File: config.mk
export PLATFORM = sky130hd
export DESIGN_NAME = io_dev_ctrl_regs
export DESIGN_NICKNAME = d
export VERILOG_FILES = /design/src/rtl/io_dev_ctrl_pkg.sv /design/src/rtl/resp_fifo.sv /design/src/rtl/io_dev_ctrl_regs.sv
export SDC_FILE = /design/constraint.sdc
export NUM_CORES = 1
export LEC_CHECK = 0
export CAP_MARGIN = 20
export CORE_MARGIN = 3
export CORE_UTILIZATION = 58
export DETAILED_ROUTE_END_ITERATION = 16
export PLACE_DENSITY = 0.79
export SETUP_SLACK_MARGIN = 0.15
export SYNTH_ARGS = -nofsm -noshare
export SYNTH_HDL_FRONTEND = slang
export SYNTH_SLANG_ARGS = --single-unit
File: constraint.sdc
create_clock -name clk -period 15.34 [get_ports clk]
set_input_delay 3.068 -clock clk [delete_from_list [all_inputs] [get_ports clk]]
set_output_delay 3.068 -clock clk [all_outputs]
set_load 0.01 [all_outputs]
File: src/rtl/io_dev_ctrl_pkg.sv
// io_dev_ctrl_pkg: shared types for the device-control register slave.
package io_dev_ctrl_pkg;

    typedef enum logic [3:0] {
        REG_ID         = 4'd0,
        REG_SCRATCH    = 4'd1,
        REG_CYCLE_LO   = 4'd2,
        REG_CYCLE_HI   = 4'd3,
        REG_IRQ_STATUS = 4'd4,
        REG_IRQ_MASK   = 4'd5,
        REG_GPO        = 4'd6,
        REG_GPI        = 4'd7
    } reg_idx_e;

    typedef struct packed {
        logic [31:0] rdata;
        logic        err;
    } resp_t;

    localparam int unsigned WINDOW_BYTES = 64;

endpackage

File: src/rtl/resp_fifo.sv
// resp_fifo: power-of-two response FIFO with free-running wrapping pointers.
module resp_fifo
    import io_dev_ctrl_pkg::*;
#(
    parameter int DEPTH = 4,
    localparam int AW = $clog2(DEPTH)
) (
    input  logic        clk,
    input  logic        reset,
    input  logic        push_i,
    input  resp_t       din_i,
    input  logic        pop_i,
    output resp_t       dout_o,
    output logic [AW:0] count_o,
    output logic        full_o,
    output logic        empty_o
);

    resp_t         mem_q [DEPTH];
    logic [AW-1:0] wr_q, rd_q;
    logic [AW:0]   cnt_q;
    logic          do_push, do_pop;

    assign full_o  = cnt_q == (AW+1)'(DEPTH);
    assign empty_o = cnt_q == '0;
    assign count_o = cnt_q;
    assign dout_o  = mem_q[rd_q];
    assign do_push = push_i & ~full_o;
    assign do_pop  = pop_i & ~empty_o;

    always_ff @(posedge clk or posedge reset) begin
        if (reset) begin
            mem_q <= '{default: '0};
            wr_q  <= '0;
            rd_q  <= '0;
            cnt_q <= '0;
        end else begin
            if (do_push) mem_q[wr_q] <= din_i;
            wr_q  <= wr_q + AW'(do_push);
            rd_q  <= rd_q + AW'(do_pop);
            cnt_q <= cnt_q + (AW+1)'(do_push) - (AW+1)'(do_pop);
        end
    end

endmodule

File: src/rtl/io_dev_ctrl_regs.sv
// io_dev_ctrl_regs: device-control register slave; access in the accept cycle,
// responses through a fixed-latency pipeline and an in-order FIFO.
module io_dev_ctrl_regs
    import io_dev_ctrl_pkg::*;
#(
    parameter logic [31:0] BASE_ADDR    = 32'hFFFF_0000,
    parameter logic [31:0] ID_VALUE     = 32'h4E55_5801,
    parameter int          RESP_LATENCY = 2,
    parameter int          FIFO_DEPTH   = 4
) (
    input  logic        clk,
    input  logic        reset,
    input  logic        req,
    input  logic        we,
    input  logic [31:0] addr,
    input  logic [31:0] wdata,
    output logic        accept,
    output logic        resp_valid,
    input  logic        resp_ready,
    output logic [31:0] rdata,
    output logic        resp_err,
    input  logic [7:0]  irq_in,
    output logic        irq_out,
    input  logic [7:0]  gpi,
    output logic [7:0]  gpo
);

    localparam int AW = $clog2(WINDOW_BYTES);
    localparam int CW = $clog2(FIFO_DEPTH) + 1;

    logic [63:0]   cyc_q;
    logic [31:0]   cyc_hi_q, cyc_hi_d, scratch_q, scratch_d;
    logic [7:0]    status_q, status_d, mask_q, mask_d, gpo_q, gpo_d, gpi_s1_q, gpi_s2_q;
    logic          irq_q;
    logic [3:0]    idx;
    logic          bad, take, wr, rd;
    resp_t         acc_r, push_r, fifo_r;
    logic          push;
    logic [2:0]    inflight;
    logic [CW-1:0] fifo_cnt;
    logic          fifo_full, fifo_empty;

    always_comb begin
        idx         = addr[5:2];
        bad         = (addr[31:AW] != BASE_ADDR[31:AW]) | (addr[1:0] != 2'b00) | idx[3];
        take        = req & accept;
        wr          = take & we & ~bad;
        rd          = take & ~we & ~bad;
        acc_r.err   = bad;
        acc_r.rdata = '0;
        if (rd) begin
            case (idx)
                REG_ID:         acc_r.rdata = ID_VALUE;
                REG_SCRATCH:    acc_r.rdata = scratch_q;
                REG_CYCLE_LO:   acc_r.rdata = cyc_q[31:0];
                REG_CYCLE_HI:   acc_r.rdata = cyc_hi_q;
                REG_IRQ_STATUS: acc_r.rdata = {24'h0, status_q};
                REG_IRQ_MASK:   acc_r.rdata = {24'h0, mask_q};
                REG_GPO:        acc_r.rdata = {24'h0, gpo_q};
                REG_GPI:        acc_r.rdata = {24'h0, gpi_s2_q};
                default:        acc_r.rdata = '0;
            endcase
        end
        scratch_d = (wr && idx == REG_SCRATCH) ? wdata : scratch_q;
        mask_d    = (wr && idx == REG_IRQ_MASK) ? wdata[7:0] : mask_q;
        gpo_d     = (wr && idx == REG_GPO) ? wdata[7:0] : gpo_q;
        cyc_hi_d  = (rd && idx == REG_CYCLE_LO) ? cyc_q[63:32] : cyc_hi_q;
        // new sources are ORed in after the clear so a same-cycle set wins
        status_d  = (status_q & ~((wr && idx == REG_IRQ_STATUS) ? wdata[7:0] : 8'h0)) | irq_in;
    end

    always_ff @(posedge clk or posedge reset) begin
        if (reset) begin
            cyc_q     <= '0;
            cyc_hi_q  <= '0;
            scratch_q <= '0;
            status_q  <= '0;
            mask_q    <= '0;
            gpo_q     <= '0;
            gpi_s1_q  <= '0;
            gpi_s2_q  <= '0;
            irq_q     <= 1'b0;
        end else begin
            cyc_q     <= cyc_q + 64'd1;
            cyc_hi_q  <= cyc_hi_d;
            scratch_q <= scratch_d;
            status_q  <= status_d;
            mask_q    <= mask_d;
            gpo_q     <= gpo_d;
            gpi_s1_q  <= gpi;
            gpi_s2_q  <= gpi_s1_q;
            irq_q     <= |(status_q & mask_q);
        end
    end

    // the FIFO write itself supplies the final cycle of latency
    generate
        if (RESP_LATENCY == 1) begin : g_direct
            assign push     = take;
            assign push_r   = acc_r;
            assign inflight = '0;
        end else begin : g_pipe
            logic [RESP_LATENCY-2:0] v_q;
            resp_t                   r_q [RESP_LATENCY-1];
            always_ff @(posedge clk or posedge reset) begin
                if (reset) begin
                    v_q <= '0;
                    r_q <= '{default: '0};
                end else begin
                    v_q[0] <= take;
                    r_q[0] <= acc_r;
                    for (int i = 1; i < RESP_LATENCY - 1; i++) begin
                        v_q[i] <= v_q[i-1];
                        r_q[i] <= r_q[i-1];
                    end
                end
            end
            assign push     = v_q[RESP_LATENCY-2];
            assign push_r   = r_q[RESP_LATENCY-2];
            assign inflight = 3'($countones(v_q));
        end
    endgenerate

    resp_fifo #(.DEPTH(FIFO_DEPTH)) u_fifo (
        .clk     (clk),
        .reset   (reset),
        .push_i  (push),
        .din_i   (push_r),
        .pop_i   (resp_valid & resp_ready),
        .dout_o  (fifo_r),
        .count_o (fifo_cnt),
        .full_o  (fifo_full),
        .empty_o (fifo_empty)
    );

    assign accept     = ~reset & ~fifo_full & ((int'(inflight) + int'(fifo_cnt)) < FIFO_DEPTH);
    assign resp_valid = ~fifo_empty;
    assign rdata      = resp_valid ? fifo_r.rdata : '0;
    assign resp_err   = resp_valid & fifo_r.err;
    assign irq_out    = irq_q;
    assign gpo        = gpo_q;

endmodule
==> impl_results.md, run 1 <==
- Status: completed
- Largest net degree at the start of global routing: 156
- Synth area leader: dfrtp_1
- Top-count cell post-synth: dfrtp_1
- Post-Route Setup TNS: 0 ns
- VDD IR max: 0.138 mV
- Final net count: 1,294
- Die area: 27,700 µm²
- Count of final setup violators: 0
- Antenna viol nets, final: 0
- Achievable frequency: 136 MHz
- CP max FO: 4
- Antenna cell count: 0
- Top-area cell type share of the netlist area: 57.3%
- Footprint of the multi-input gates: 6090 µm²
- DR pass1 iterations: 6
- Layout area overhead: 18.4%
- Reg area: 8560 µm²
- Routed wire length: 31,400 µm
- WS Path Type: in -> out
- CTS tree: built
- Final hold viol count: 0
- Clock root buffer: clkbuf_16
- Slew headroom: 37.4%
- PortBufs: 128
- EDFF count, synth: 0
- #FFs+latches synth: 342
- Initial antenna violation count: 0
- H-Tree Depth: 2
- Post-synth cell types: 55
- WL/cell: 20.2 µm
- Final Util: 70.0%
- Clock Sink Count: 342
- Pleak: 8.24 nW
- Global placement routability congestion: 0.881
- Placed instance count: 1,494
- First-pass GRT wire length: 51,500 µm
- Core area: 25,300 µm²
- Hold WC Path Type: reg -> reg
- Crit end category: output pin
- Vias in the first global route: 9,531
- Syn avg cell area: 13.9 µm²
- Most used DFF post-synth: dfrtp_1
- Post-CTS Setup Inserts: 0
- Ys async rst share: 100%
- Cells after Synth: 1,077
- Final Skew: 0.0124 ns
- Syn_nets: 1,169
- Hold_buf cts: 0
- Commonest cells post-synth: dfrtp_1 (342), mux2_2 (224), nor2_1 (57)
- Fillers: 1,749
- Worst Path Required: 12.27 ns
- Grt ovf: 0
- Power density cells: 115 nW/µm²
- Synth Cell Area: 14,900 µm²
- Placement row count: 58
- Fin crit period: 7.38 ns
- DRC Markers: 0
- Ys Warns: 0
- Chip Width: 166 µm
- Share of cells above drive strength 1: 28.4%
- Unrepaired setup endpoints after global routing: no
- Post-CTS Resized: 0
- Initial Utilization: 59.1%
- Clock Latency Late Sink: 0.50 ns
- Total GRT Usage: 22.9%
- Finished Layout Cells: 1,552
- Number of DRC markers in iteration 0: 725
- Final-report max-slew violation count: 0
- Num CTS Buffers: 36
- Data arrival, critical path: 4.31 ns
- Sequential share of the synthesized area: 57.3%
- Clock buffer depth: 3
- Top cells by area, synth: dfrtp_1 (57%), mux2_2 (17%), mux4_2 (5.4%)
- Crit share post-route: 48.1%
- Final HPWL DP: 20,300 µm
- Max Cap Viol: 0
- Routed vias/inst: 5.89
- Vias: 9,137
- # IOs: 129
- Die height: 166 µm
- Worst-Margin Slew: 0.939 ns
- Startpoint types: input port
- Clock slew at reported path FFs: 0.06 ns
## metal layers
layer  global-route usage (%)  wire [µm]
met5                        0          0
met4                     6.42        690
met3                     3.80       1390
met2                     37.2      15500
met1                     32.7      13800
## where the power goes
| part | switching, mW | internal [mW] |
|---|---|---|
| Sequential | 0.0359 | 0.920 |
| Combinational | 0.111 | 0.103 |
| Clock | 0.333 | 0.521 |
| Total | 0.480 | 1.55 |
## kinds of logic after synthesis
group                      share of synthesized area (%)
DFF                                                 57.3
muxes                                               23.8
and+or+nand+nor                                     8.99
buffers and inverters                               1.95
xor gates and xnor gates                            3.81
AOI/OAI and AO/OA                                   3.43
adders and majority gates                          0.637
## stage by stage
step	cell area, µm²	power [mW]	setup WS (ns)	hold WS (ns)
6_report	17700	2.02	7.96	0.346
3_5_place_dp	16500	1.19	7.97	0.335
5_1_grt	17700	2.11	7.91	0.355
4_1_cts	17700	2.04	7.95	0.348
2_1_floorplan	14900	1.11	2.77	0.331
3_3_place_gp	16500	1.19	7.95	0.334
## critical path: stages
cell and delay [ns]:
clkdlybuf4s50_1 0.54, nor2_1 0.16, clkdlybuf4s50_1 0.55
## layout by cell type, fill, tap and decap left out, types with 3 or more instances in the layout
cell type	n
or3_1	4
nor3_1	17
a21o_1	8
and3_1	5
a22o_1	4
a211oi_1	5
xnor2_1	36
mux2_2	224
bufinv_16	3
nor2b_1	41
clkbuf_8	7
clkinv_2	6
buf_4	11
o21ai_0	4
inv_1	15
mux2i_1	18
nor2_1	57
dfrtp_1	340
clkbuf_1	4
mux2_1	4
nand3b_1	4
clkdlybuf4s50_1	126
and2_1	3
nand2_1	35
ha_1	6
mux4_2	36
xor2_1	29
nor4_1	6
clkbuf_16	37
a221oi_1	3
a22oi_1	17
a211oi_2	7
or2_2	3
nand4_1	29
and4_1	5
nand3_1	23
a222oi_1	4
a21oi_1	5
## final cells by class
class / count / share of cell area [%]
clock buffers: 48 / 5.87
repair buffers: 140 / 7.78
multi-input cells: 666 / 34.5
well taps: 330 / 2.34
flip-flops and latches: 342 / 48.5
clock inverters: 10 / 0.722
inverters: 16 / 0.382
## state kept, by name, summed over array words and instances (netlist names), 2 cells and up
signal / flops
u_fifo.mem_q: 132
cyc_q: 64
g_pipe.r_q: 33
cyc_hi_q: 32
scratch_q: 32
gpi_s1_q: 8
gpi_s2_q: 8
gpo: 8
mask_q: 8
status_q: 8
u_fifo.count_o: 3
u_fifo.rd_q: 2
u_fifo.wr_q: 2
## path summary, 6_finish.rpt
check	startpoint	end	slack, ns	depth (start not counted)
worst min-delay path	gpi_s1_q[3]	gpi_s2_q[3]	0.35	0
worst max-delay path	reset	accept	7.96	3
worst min register to register	gpi_s1_q[3]	gpi_s2_q[3]	0.35	0
max in group asynchronous	reset	cyc_hi_q[19]	10.07	4
worst max register to register	u_fifo.count_o[1]	g_pipe.r_q[17]	12.47	6
min in group asynchronous	reset	u_fifo.count_o[2]	3.17	2
(Power assumes the default switching activity.)
==> inputs of run 2 (changes only) <==
Settings changed: CORE_UTILIZATION 58 to 52, PLACE_DENSITY 0.79 to 0.75.
Clock period 15.34 ns to 6.6 ns, I/O delays scaled along.
==> run 2 against run 1 <==
Effect of this change: flip-flop and latch count unchanged; highest routed layer unchanged; critical path type is now reg -> out; via count down 0.67%; clock power up 140%; routed wire length up 1.5%; worst hold slack about the same; largest power group unchanged; count of clock-buffer cells in the layout up 7.
==> impl_results.md, run 2 (synthesized netlist as in run 1, its figures left out) <==
- Antenna viol nets, final: 0 (unchanged)
- Hold WC Path Type: reg -> reg
- Share of cells above drive strength 1: 28.5% (+0.059 points)
- Chip Width: 175 µm (+5.4%)
- Fillers: 2,076 (+19%)
- Largest register FFs: 132 (unchanged)
- Slew headroom: 34.3% (-3.1 points)
- Final hold viol count: 0 (unchanged)
- Finished Layout Cells: 1,608 (+3.6%)
- WHS Path Cells: 0 (unchanged)
- Worst-Margin Slew: 0.985 ns (+0.0460 ns)
- PortBufs: 128 (unchanged)
- Initial Utilization: 53.3% (-5.8 points)
- Die area: 30,800 µm² (+11%)
- Placed instance count: 1,544 (+3.3%)
- Hold_buf cts: 0 (unchanged)
- Crit path launch: u_fifo.rd_q[0]
- Clock Latency Late Sink: 0.51 ns (about the same)
- Final HPWL DP: 21,100 µm (+3.8%)
- R2r worst-path depth: 6 (unchanged)
- Count of final setup violators: 0 (unchanged)
- Vias in the first global route: 9,652 (+1.3%)
- VDD IR max: 0.200 mV (+45%)
- First-pass GRT wire length: 52,600 µm (+2.2%)
- Total GRT Usage: 21.2% (-1.7 points)
- Routed vias/inst: 5.64 (-4.1%)
- Antenna cell count: 0 (unchanged)
- Final net count: 1,297 (+0.23%)
- Vias: 9,076 (-0.67%)
- Post-CTS Resized: 0 (unchanged)
- Final-report max-slew violation count: 0 (unchanged)
- Most frequent cells in the layout: dfrtp_1 (340), mux2_2 (224), clkdlybuf4s50_1 (126)
- Placement row count: 61 (+5.2%)
- R2R Path Start: u_fifo.count_o[1]
- Hold_sp: gpi_s1_q[4]
- Clock slew at reported path FFs: 0.06 ns (about the same)
- CP max FO: 34 (+30)
- Clock buffer depth: 3 (unchanged)
- Fin crit period: 3.98 ns
- Core area: 28,000 µm² (+11%)
- Status: completed
- Crit share post-route: 60.4%
- DRC Markers: 0 (unchanged)
- R2r setup slk: 3.67 ns (-8.80 ns)
- WHS Endpoint: gpi_s2_q[4]
- Initial antenna violation count: 1 (+1)
- Largest net degree at the start of global routing: 190 (+22%)
- Biggest regs: u_fifo.mem_q x132, cyc_q x64, g_pipe.r_q x33
- H-Tree Depth: 2 (unchanged)
- Pleak: 8.28 nW (+0.42%)
- Max Cap Viol: 0 (unchanged)
- Crit end category: output pin
- Worst r2r dst: g_pipe.r_q[17]
- Final Skew: 0.0131 ns (+0.000658 ns)
- Worst Path Required: 5.28 ns (-6.99 ns)
- Post-CTS Setup Inserts: 0 (unchanged)
- Data arrival, critical path: 2.66 ns (-1.65 ns)
- Most flops, register: u_fifo.mem_q
- Power density cells: 269 nW/µm² (+130%)
- Num CTS Buffers: 37 (+2.8%)
- Die height: 175 µm (+5.4%)
- Grt ovf: 0 (unchanged)
- Routed wire length: 31,800 µm (+1.5%)
- Layout area overhead: 19.3%
- Number of DRC markers in iteration 0: 610 (-16%)
- Global placement routability congestion: 0.875 (-0.68%)
- CTS tree: built
- DR pass1 iterations: 5 (-1)
- Clock root buffer: clkbuf_16
- Final hold slack: 0.346 ns (+0.0000630 ns)
- Achievable frequency: 251 MHz
- Startpoint types: flop
- Unrepaired setup endpoints after global routing: no
- WL/cell: 19.8 µm (-2.0%)
- Commonest non-fill, non-tap cell in the layout: dfrtp_1
- # IOs: 129 (unchanged)
- Clock Sink Count: 342 (unchanged)
- WS Path Type: reg -> out
==> run 2: cell types whose count changed in the layout (fill, tap and decap cells not counted) <==
| cell | delta |
|---|---|
| buf_4 | +2 |
| clkbuf_1 | +5 |
| clkbuf_16 | +2 |
| clkinv_2 | -1 |
| inv_6 | +1 |
| inv_8 | -1 |
==> run 2: worst max path at each step <==
stage                                end  slack (ns)  cells past startpoint
final                          rdata[14]        2.62                      4
after detailed placement  g_pipe.r_q[12]        2.29                      6
after CTS                       rdata[0]        2.54                      4
after floorplan              status_q[7]       -0.42                      5
after global routing           rdata[14]        2.43                      4
after global placement    g_pipe.r_q[17]        2.42                      6
==> run 2: power by group <==
group,internal (mW),switching [mW],leakage [nW]
clock network,1.27,0.790,0.608
registers,2.14,0.0824,4.65
logic,0.240,0.255,3.02
==> run 2: metrics by stage <==
stage | util (%) | TNS (ns) | setup slack (ns) | area (µm²) | power (mW)
2_1_floorplan | - | -3.38 | -0.422 | 14900 | 2.58
3_3_place_gp | 59.2 | 0 | 2.42 | 16600 | 2.76
3_5_place_dp | 59.2 | 0 | 2.29 | 16600 | 2.77
4_1_cts | 63.6 | 0 | 2.54 | 17800 | 4.85
5_1_grt | 63.6 | 0 | 2.43 | 17800 | 4.97
6_report | 63.6 | 0 | 2.62 | 17800 | 4.78
==> run 2: critical path, stage by stage (launching register included) <==
cell             delay (ns)
dfrtp_2                0.34
buf_4                  0.53
mux4_2                 0.62
nor2b_1                0.15
clkdlybuf4s50_1        0.49
==> run 2: per-layer routing <==
layer	up-vias	part of all wire (%)	GRT usage, %
li1	4168	-	-
met1	4676	45	30.1
met2	191	49	35.2
met3	41	3.7	2.81
met4	0	1.8	5.38
met5	-	0	0
==> run 2: cell type report <==
class | instances | area [µm²] | area share (%)
Inverter | 16 | 63.8 | 0.358
Sequential cell | 342 | 8560 | 48.1
Clock buffer | 55 | 1110 | 6.21
Clock inverter | 9 | 124 | 0.696
Timing Repair Buffer | 142 | 1390 | 7.80
Tap cell | 378 | 473 | 2.66
Multi-Input combinational cell | 666 | 6090 | 34.2
==> inputs of run 3 (changes only) <==
Settings changed: CORE_UTILIZATION 52 to 58, PLACE_DENSITY 0.75 to 0.79.
Clock period 6.6 ns to 4.1 ns, I/O delays scaled along.
==> run 3 against run 2 <==
Effect of this change: clock power up 60%; utilization rose by 6.9 points; final cell count decreased by 2.7%; routed wire length fell by 0.77%; final area hardly changed; critical endpoint is now rdata[11]; worst hold slack better by 0.0011 ns; via count increased by 1.6%; count of clock-buffer cells in the layout decreased by 3; sequential share of layout area hardly changed; first-iteration DRC count grew 1.6%; largest cell class unchanged; largest power group unchanged.
==> impl_results.md, run 3 (synthesized netlist as in run 1, its figures left out) <==
- Max Cap Viol: 0 (unchanged)
- Largest register FFs: 132 (unchanged)
- Placed instance count: 1,499 (-2.9%)
- Slew headroom: 33.5% (-0.83 points)
- Most frequent cells in the layout: dfrtp_1 (341), mux2_2 (224), clkdlybuf4s50_1 (126)
- Final Skew: 0.00833 ns (-0.00475 ns)
- Worst-Margin Slew: 0.998 ns (+0.0124 ns)
- # IOs: 129 (unchanged)
- Commonest non-fill, non-tap cell in the layout: dfrtp_1
- Reg area: 8560 µm² (about the same)
- Biggest regs: u_fifo.mem_q x132, cyc_q x64, g_pipe.r_q x33
- Hold_buf cts: 0 (unchanged)
- Count of final setup violators: 0 (unchanged)
- Clock Sink Count: 342 (unchanged)
- Largest net degree at the start of global routing: 184 (-3.2%)
- WL/cell: 20.2 µm (+2.0%)
- Chip Width: 166 µm (-5.1%)
- CP max FO: 34 (unchanged)
- First-pass GRT wire length: 52,200 µm (-0.68%)
- Power density cells: 432 nW/µm² (+61%)
- DR pass1 iterations: 5 (unchanged)
- Layout area overhead: 19.2% (about the same)
- Status: completed
- Finished Layout Cells: 1,564 (-2.7%)
- H-Tree Depth: 2 (unchanged)
- WS Path Type: reg -> out
- Antenna viol nets, final: 0 (unchanged)
- DRC Markers: 0 (unchanged)
- Initial Utilization: 59.1% (+5.8 points)
- Startpoint types: flop
- Final HPWL DP: 21,000 µm (-0.29%)
- Achievable frequency: 285 MHz
- Worst path max stage delay: 0.60 ns (-0.02 ns)
- Routed vias/inst: 5.89 (+4.4%)
- Vias: 9,217 (+1.6%)
- Pleak: 8.30 nW (+0.31%)
- VDD IR max: 0.568 mV (+180%)
- Clock slew at reported path FFs: 0.06 ns (about the same)
- Final Power: 7.69 mW (+61%)
- Crit end category: output pin
- Clock buffer depth: 3 (unchanged)
- Total GRT Usage: 23.2% (+1.9 points)
- Unrepaired setup endpoints after global routing: no
- Placement row count: 58 (-4.9%)
- Fin worst setup slack: 0.590 ns (-2.03 ns)
- CTS tree: built
- Clock Latency Late Sink: 0.51 ns (about the same)
- CP cell instances: buf_4, mux4_2, nor2b_1, clkdlybuf4s50_1
- Die area: 27,700 µm² (-10%)
- Initial antenna violation count: 0 (-1)
- Clock root buffer: clkbuf_16
- Grt ovf: 0 (unchanged)
- Num CTS Buffers: 37 (unchanged)
- Core area: 25,300 µm² (-9.8%)
- Routed wire length: 31,600 µm (-0.77%)
- Number of DRC markers in iteration 0: 620 (+1.6%)
- Final-report max-slew violation count: 0 (unchanged)
- CP max-delay cell: mux4_2
- Comb pwr share: 11.3% (+0.9 points)
- Crit share post-route: 85.6%
- Global placement routability congestion: 0.863 (-1.5%)
- Fin crit period: 3.51 ns
- Worst Path Required: 3.28 ns (-2.00 ns)
- Sequential share of power: 45.9% (-0.6 points)
- Final Util: 70.5% (+6.9 points)
- Power Internal: 5.84 mW (+60%)
- Pre-CTS WS: 0.552 ns (-1.74 ns)
- Data arrival, critical path: 2.69 ns (+0.03 ns)
- P_sw: 1.85 mW (+64%)
- Switching fraction of total power: 24.0% (+0.46 points)
- Final net count: 1,301 (+0.31%)
- Die height: 166 µm (-5.1%)
- Post-CTS Resized: 0 (unchanged)
- Footprint of the multi-input gates: 6090 µm² (unchanged)
- Antenna cell count: 0 (unchanged)
- Share of cells above drive strength 1: 28.8% (+0.39 points)
- Fillers: 1,733 (-17%)
- Hold WC Path Type: reg -> reg
- Cell class contributing the biggest share of worst-path delay: buffers and inverters
- Post-CTS Setup Inserts: 0 (unchanged)
- Final hold viol count: 0 (unchanged)
- Vias in the first global route: 9,589 (-0.65%)
- Clk pwr share: 42.8% (-0.4 points)
- Most flops, register: u_fifo.mem_q
- CP bufs+invs: 2 (unchanged)
- PortBufs: 128 (unchanged)
run 3: power groups by stage:
stage | Combinational (mW) | Sequential, mW | Clock (mW)
floorplan | 0.619 | 3.54 | 0
global placement | 0.875 | 3.59 | 0
detailed placement | 0.887 | 3.59 | 0
CTS | 0.889 | 3.53 | 3.36
global route | 0.951 | 3.54 | 3.50
finish | 0.871 | 3.53 | 3.29
run 3: path summary, 6_finish.rpt:
kind                            cells past startpoint              start  slack (ns)           endpoint
worst min register to register                      0        gpi_s1_q[2]        0.35        gpi_s2_q[2]
worst max register to register                      7  u_fifo.count_o[1]        1.29      scratch_q[22]
worst max-delay path                                4     u_fifo.rd_q[0]        0.59          rdata[11]
min in group asynchronous                           2              reset        0.72         g_pipe.v_q
worst min-delay path                                0        gpi_s1_q[2]        0.35        gpi_s2_q[2]
max in group asynchronous                           3              reset        2.08  u_fifo.mem_q[127]
run 3: worst register-to-register path: stages, from the launching register on:
cell and delay [ns]:
dfrtp_1 0.46, ha_1 0.26, o211ai_1 0.20, nand3_1 0.18, a211oi_1 0.51, and4_1 0.27, buf_4 0.39, mux2_2 0.42
run 3: area by class of cell:
cell class              count  share of cell area, %
repair buffers            146                   8.16
clock buffers              52                   6.15
well taps                 330                   2.32
inverters                  16                  0.359
flip-flops and latches    342                   48.1
multi-input cells         666                   34.2
clock inverters            12                  0.703
run 3: routing by layer:
| layer | up-vias | track usage, % | share of wire, % |
|---|---|---|---|
| li1 | 4169 | - | - |
| met1 | 4777 | 33.8 | 44 |
| met2 | 216 | 37.5 | 49 |
| met3 | 55 | 3.11 | 4.1 |
| met4 | 0 | 6.17 | 2.3 |
| met5 | - | 0 | 0 |
run 3: per-stage QoR:
stage          setup TNS (ns)  hold WS [ns]  instance area [µm²]
3_3_place_gp                0         0.336                16500
5_1_grt                     0         0.357                17800
4_1_cts                     0         0.350                17800
3_5_place_dp                0         0.338                16500
2_1_floorplan         -465.20         0.331                14900
6_report                    0         0.347                17800
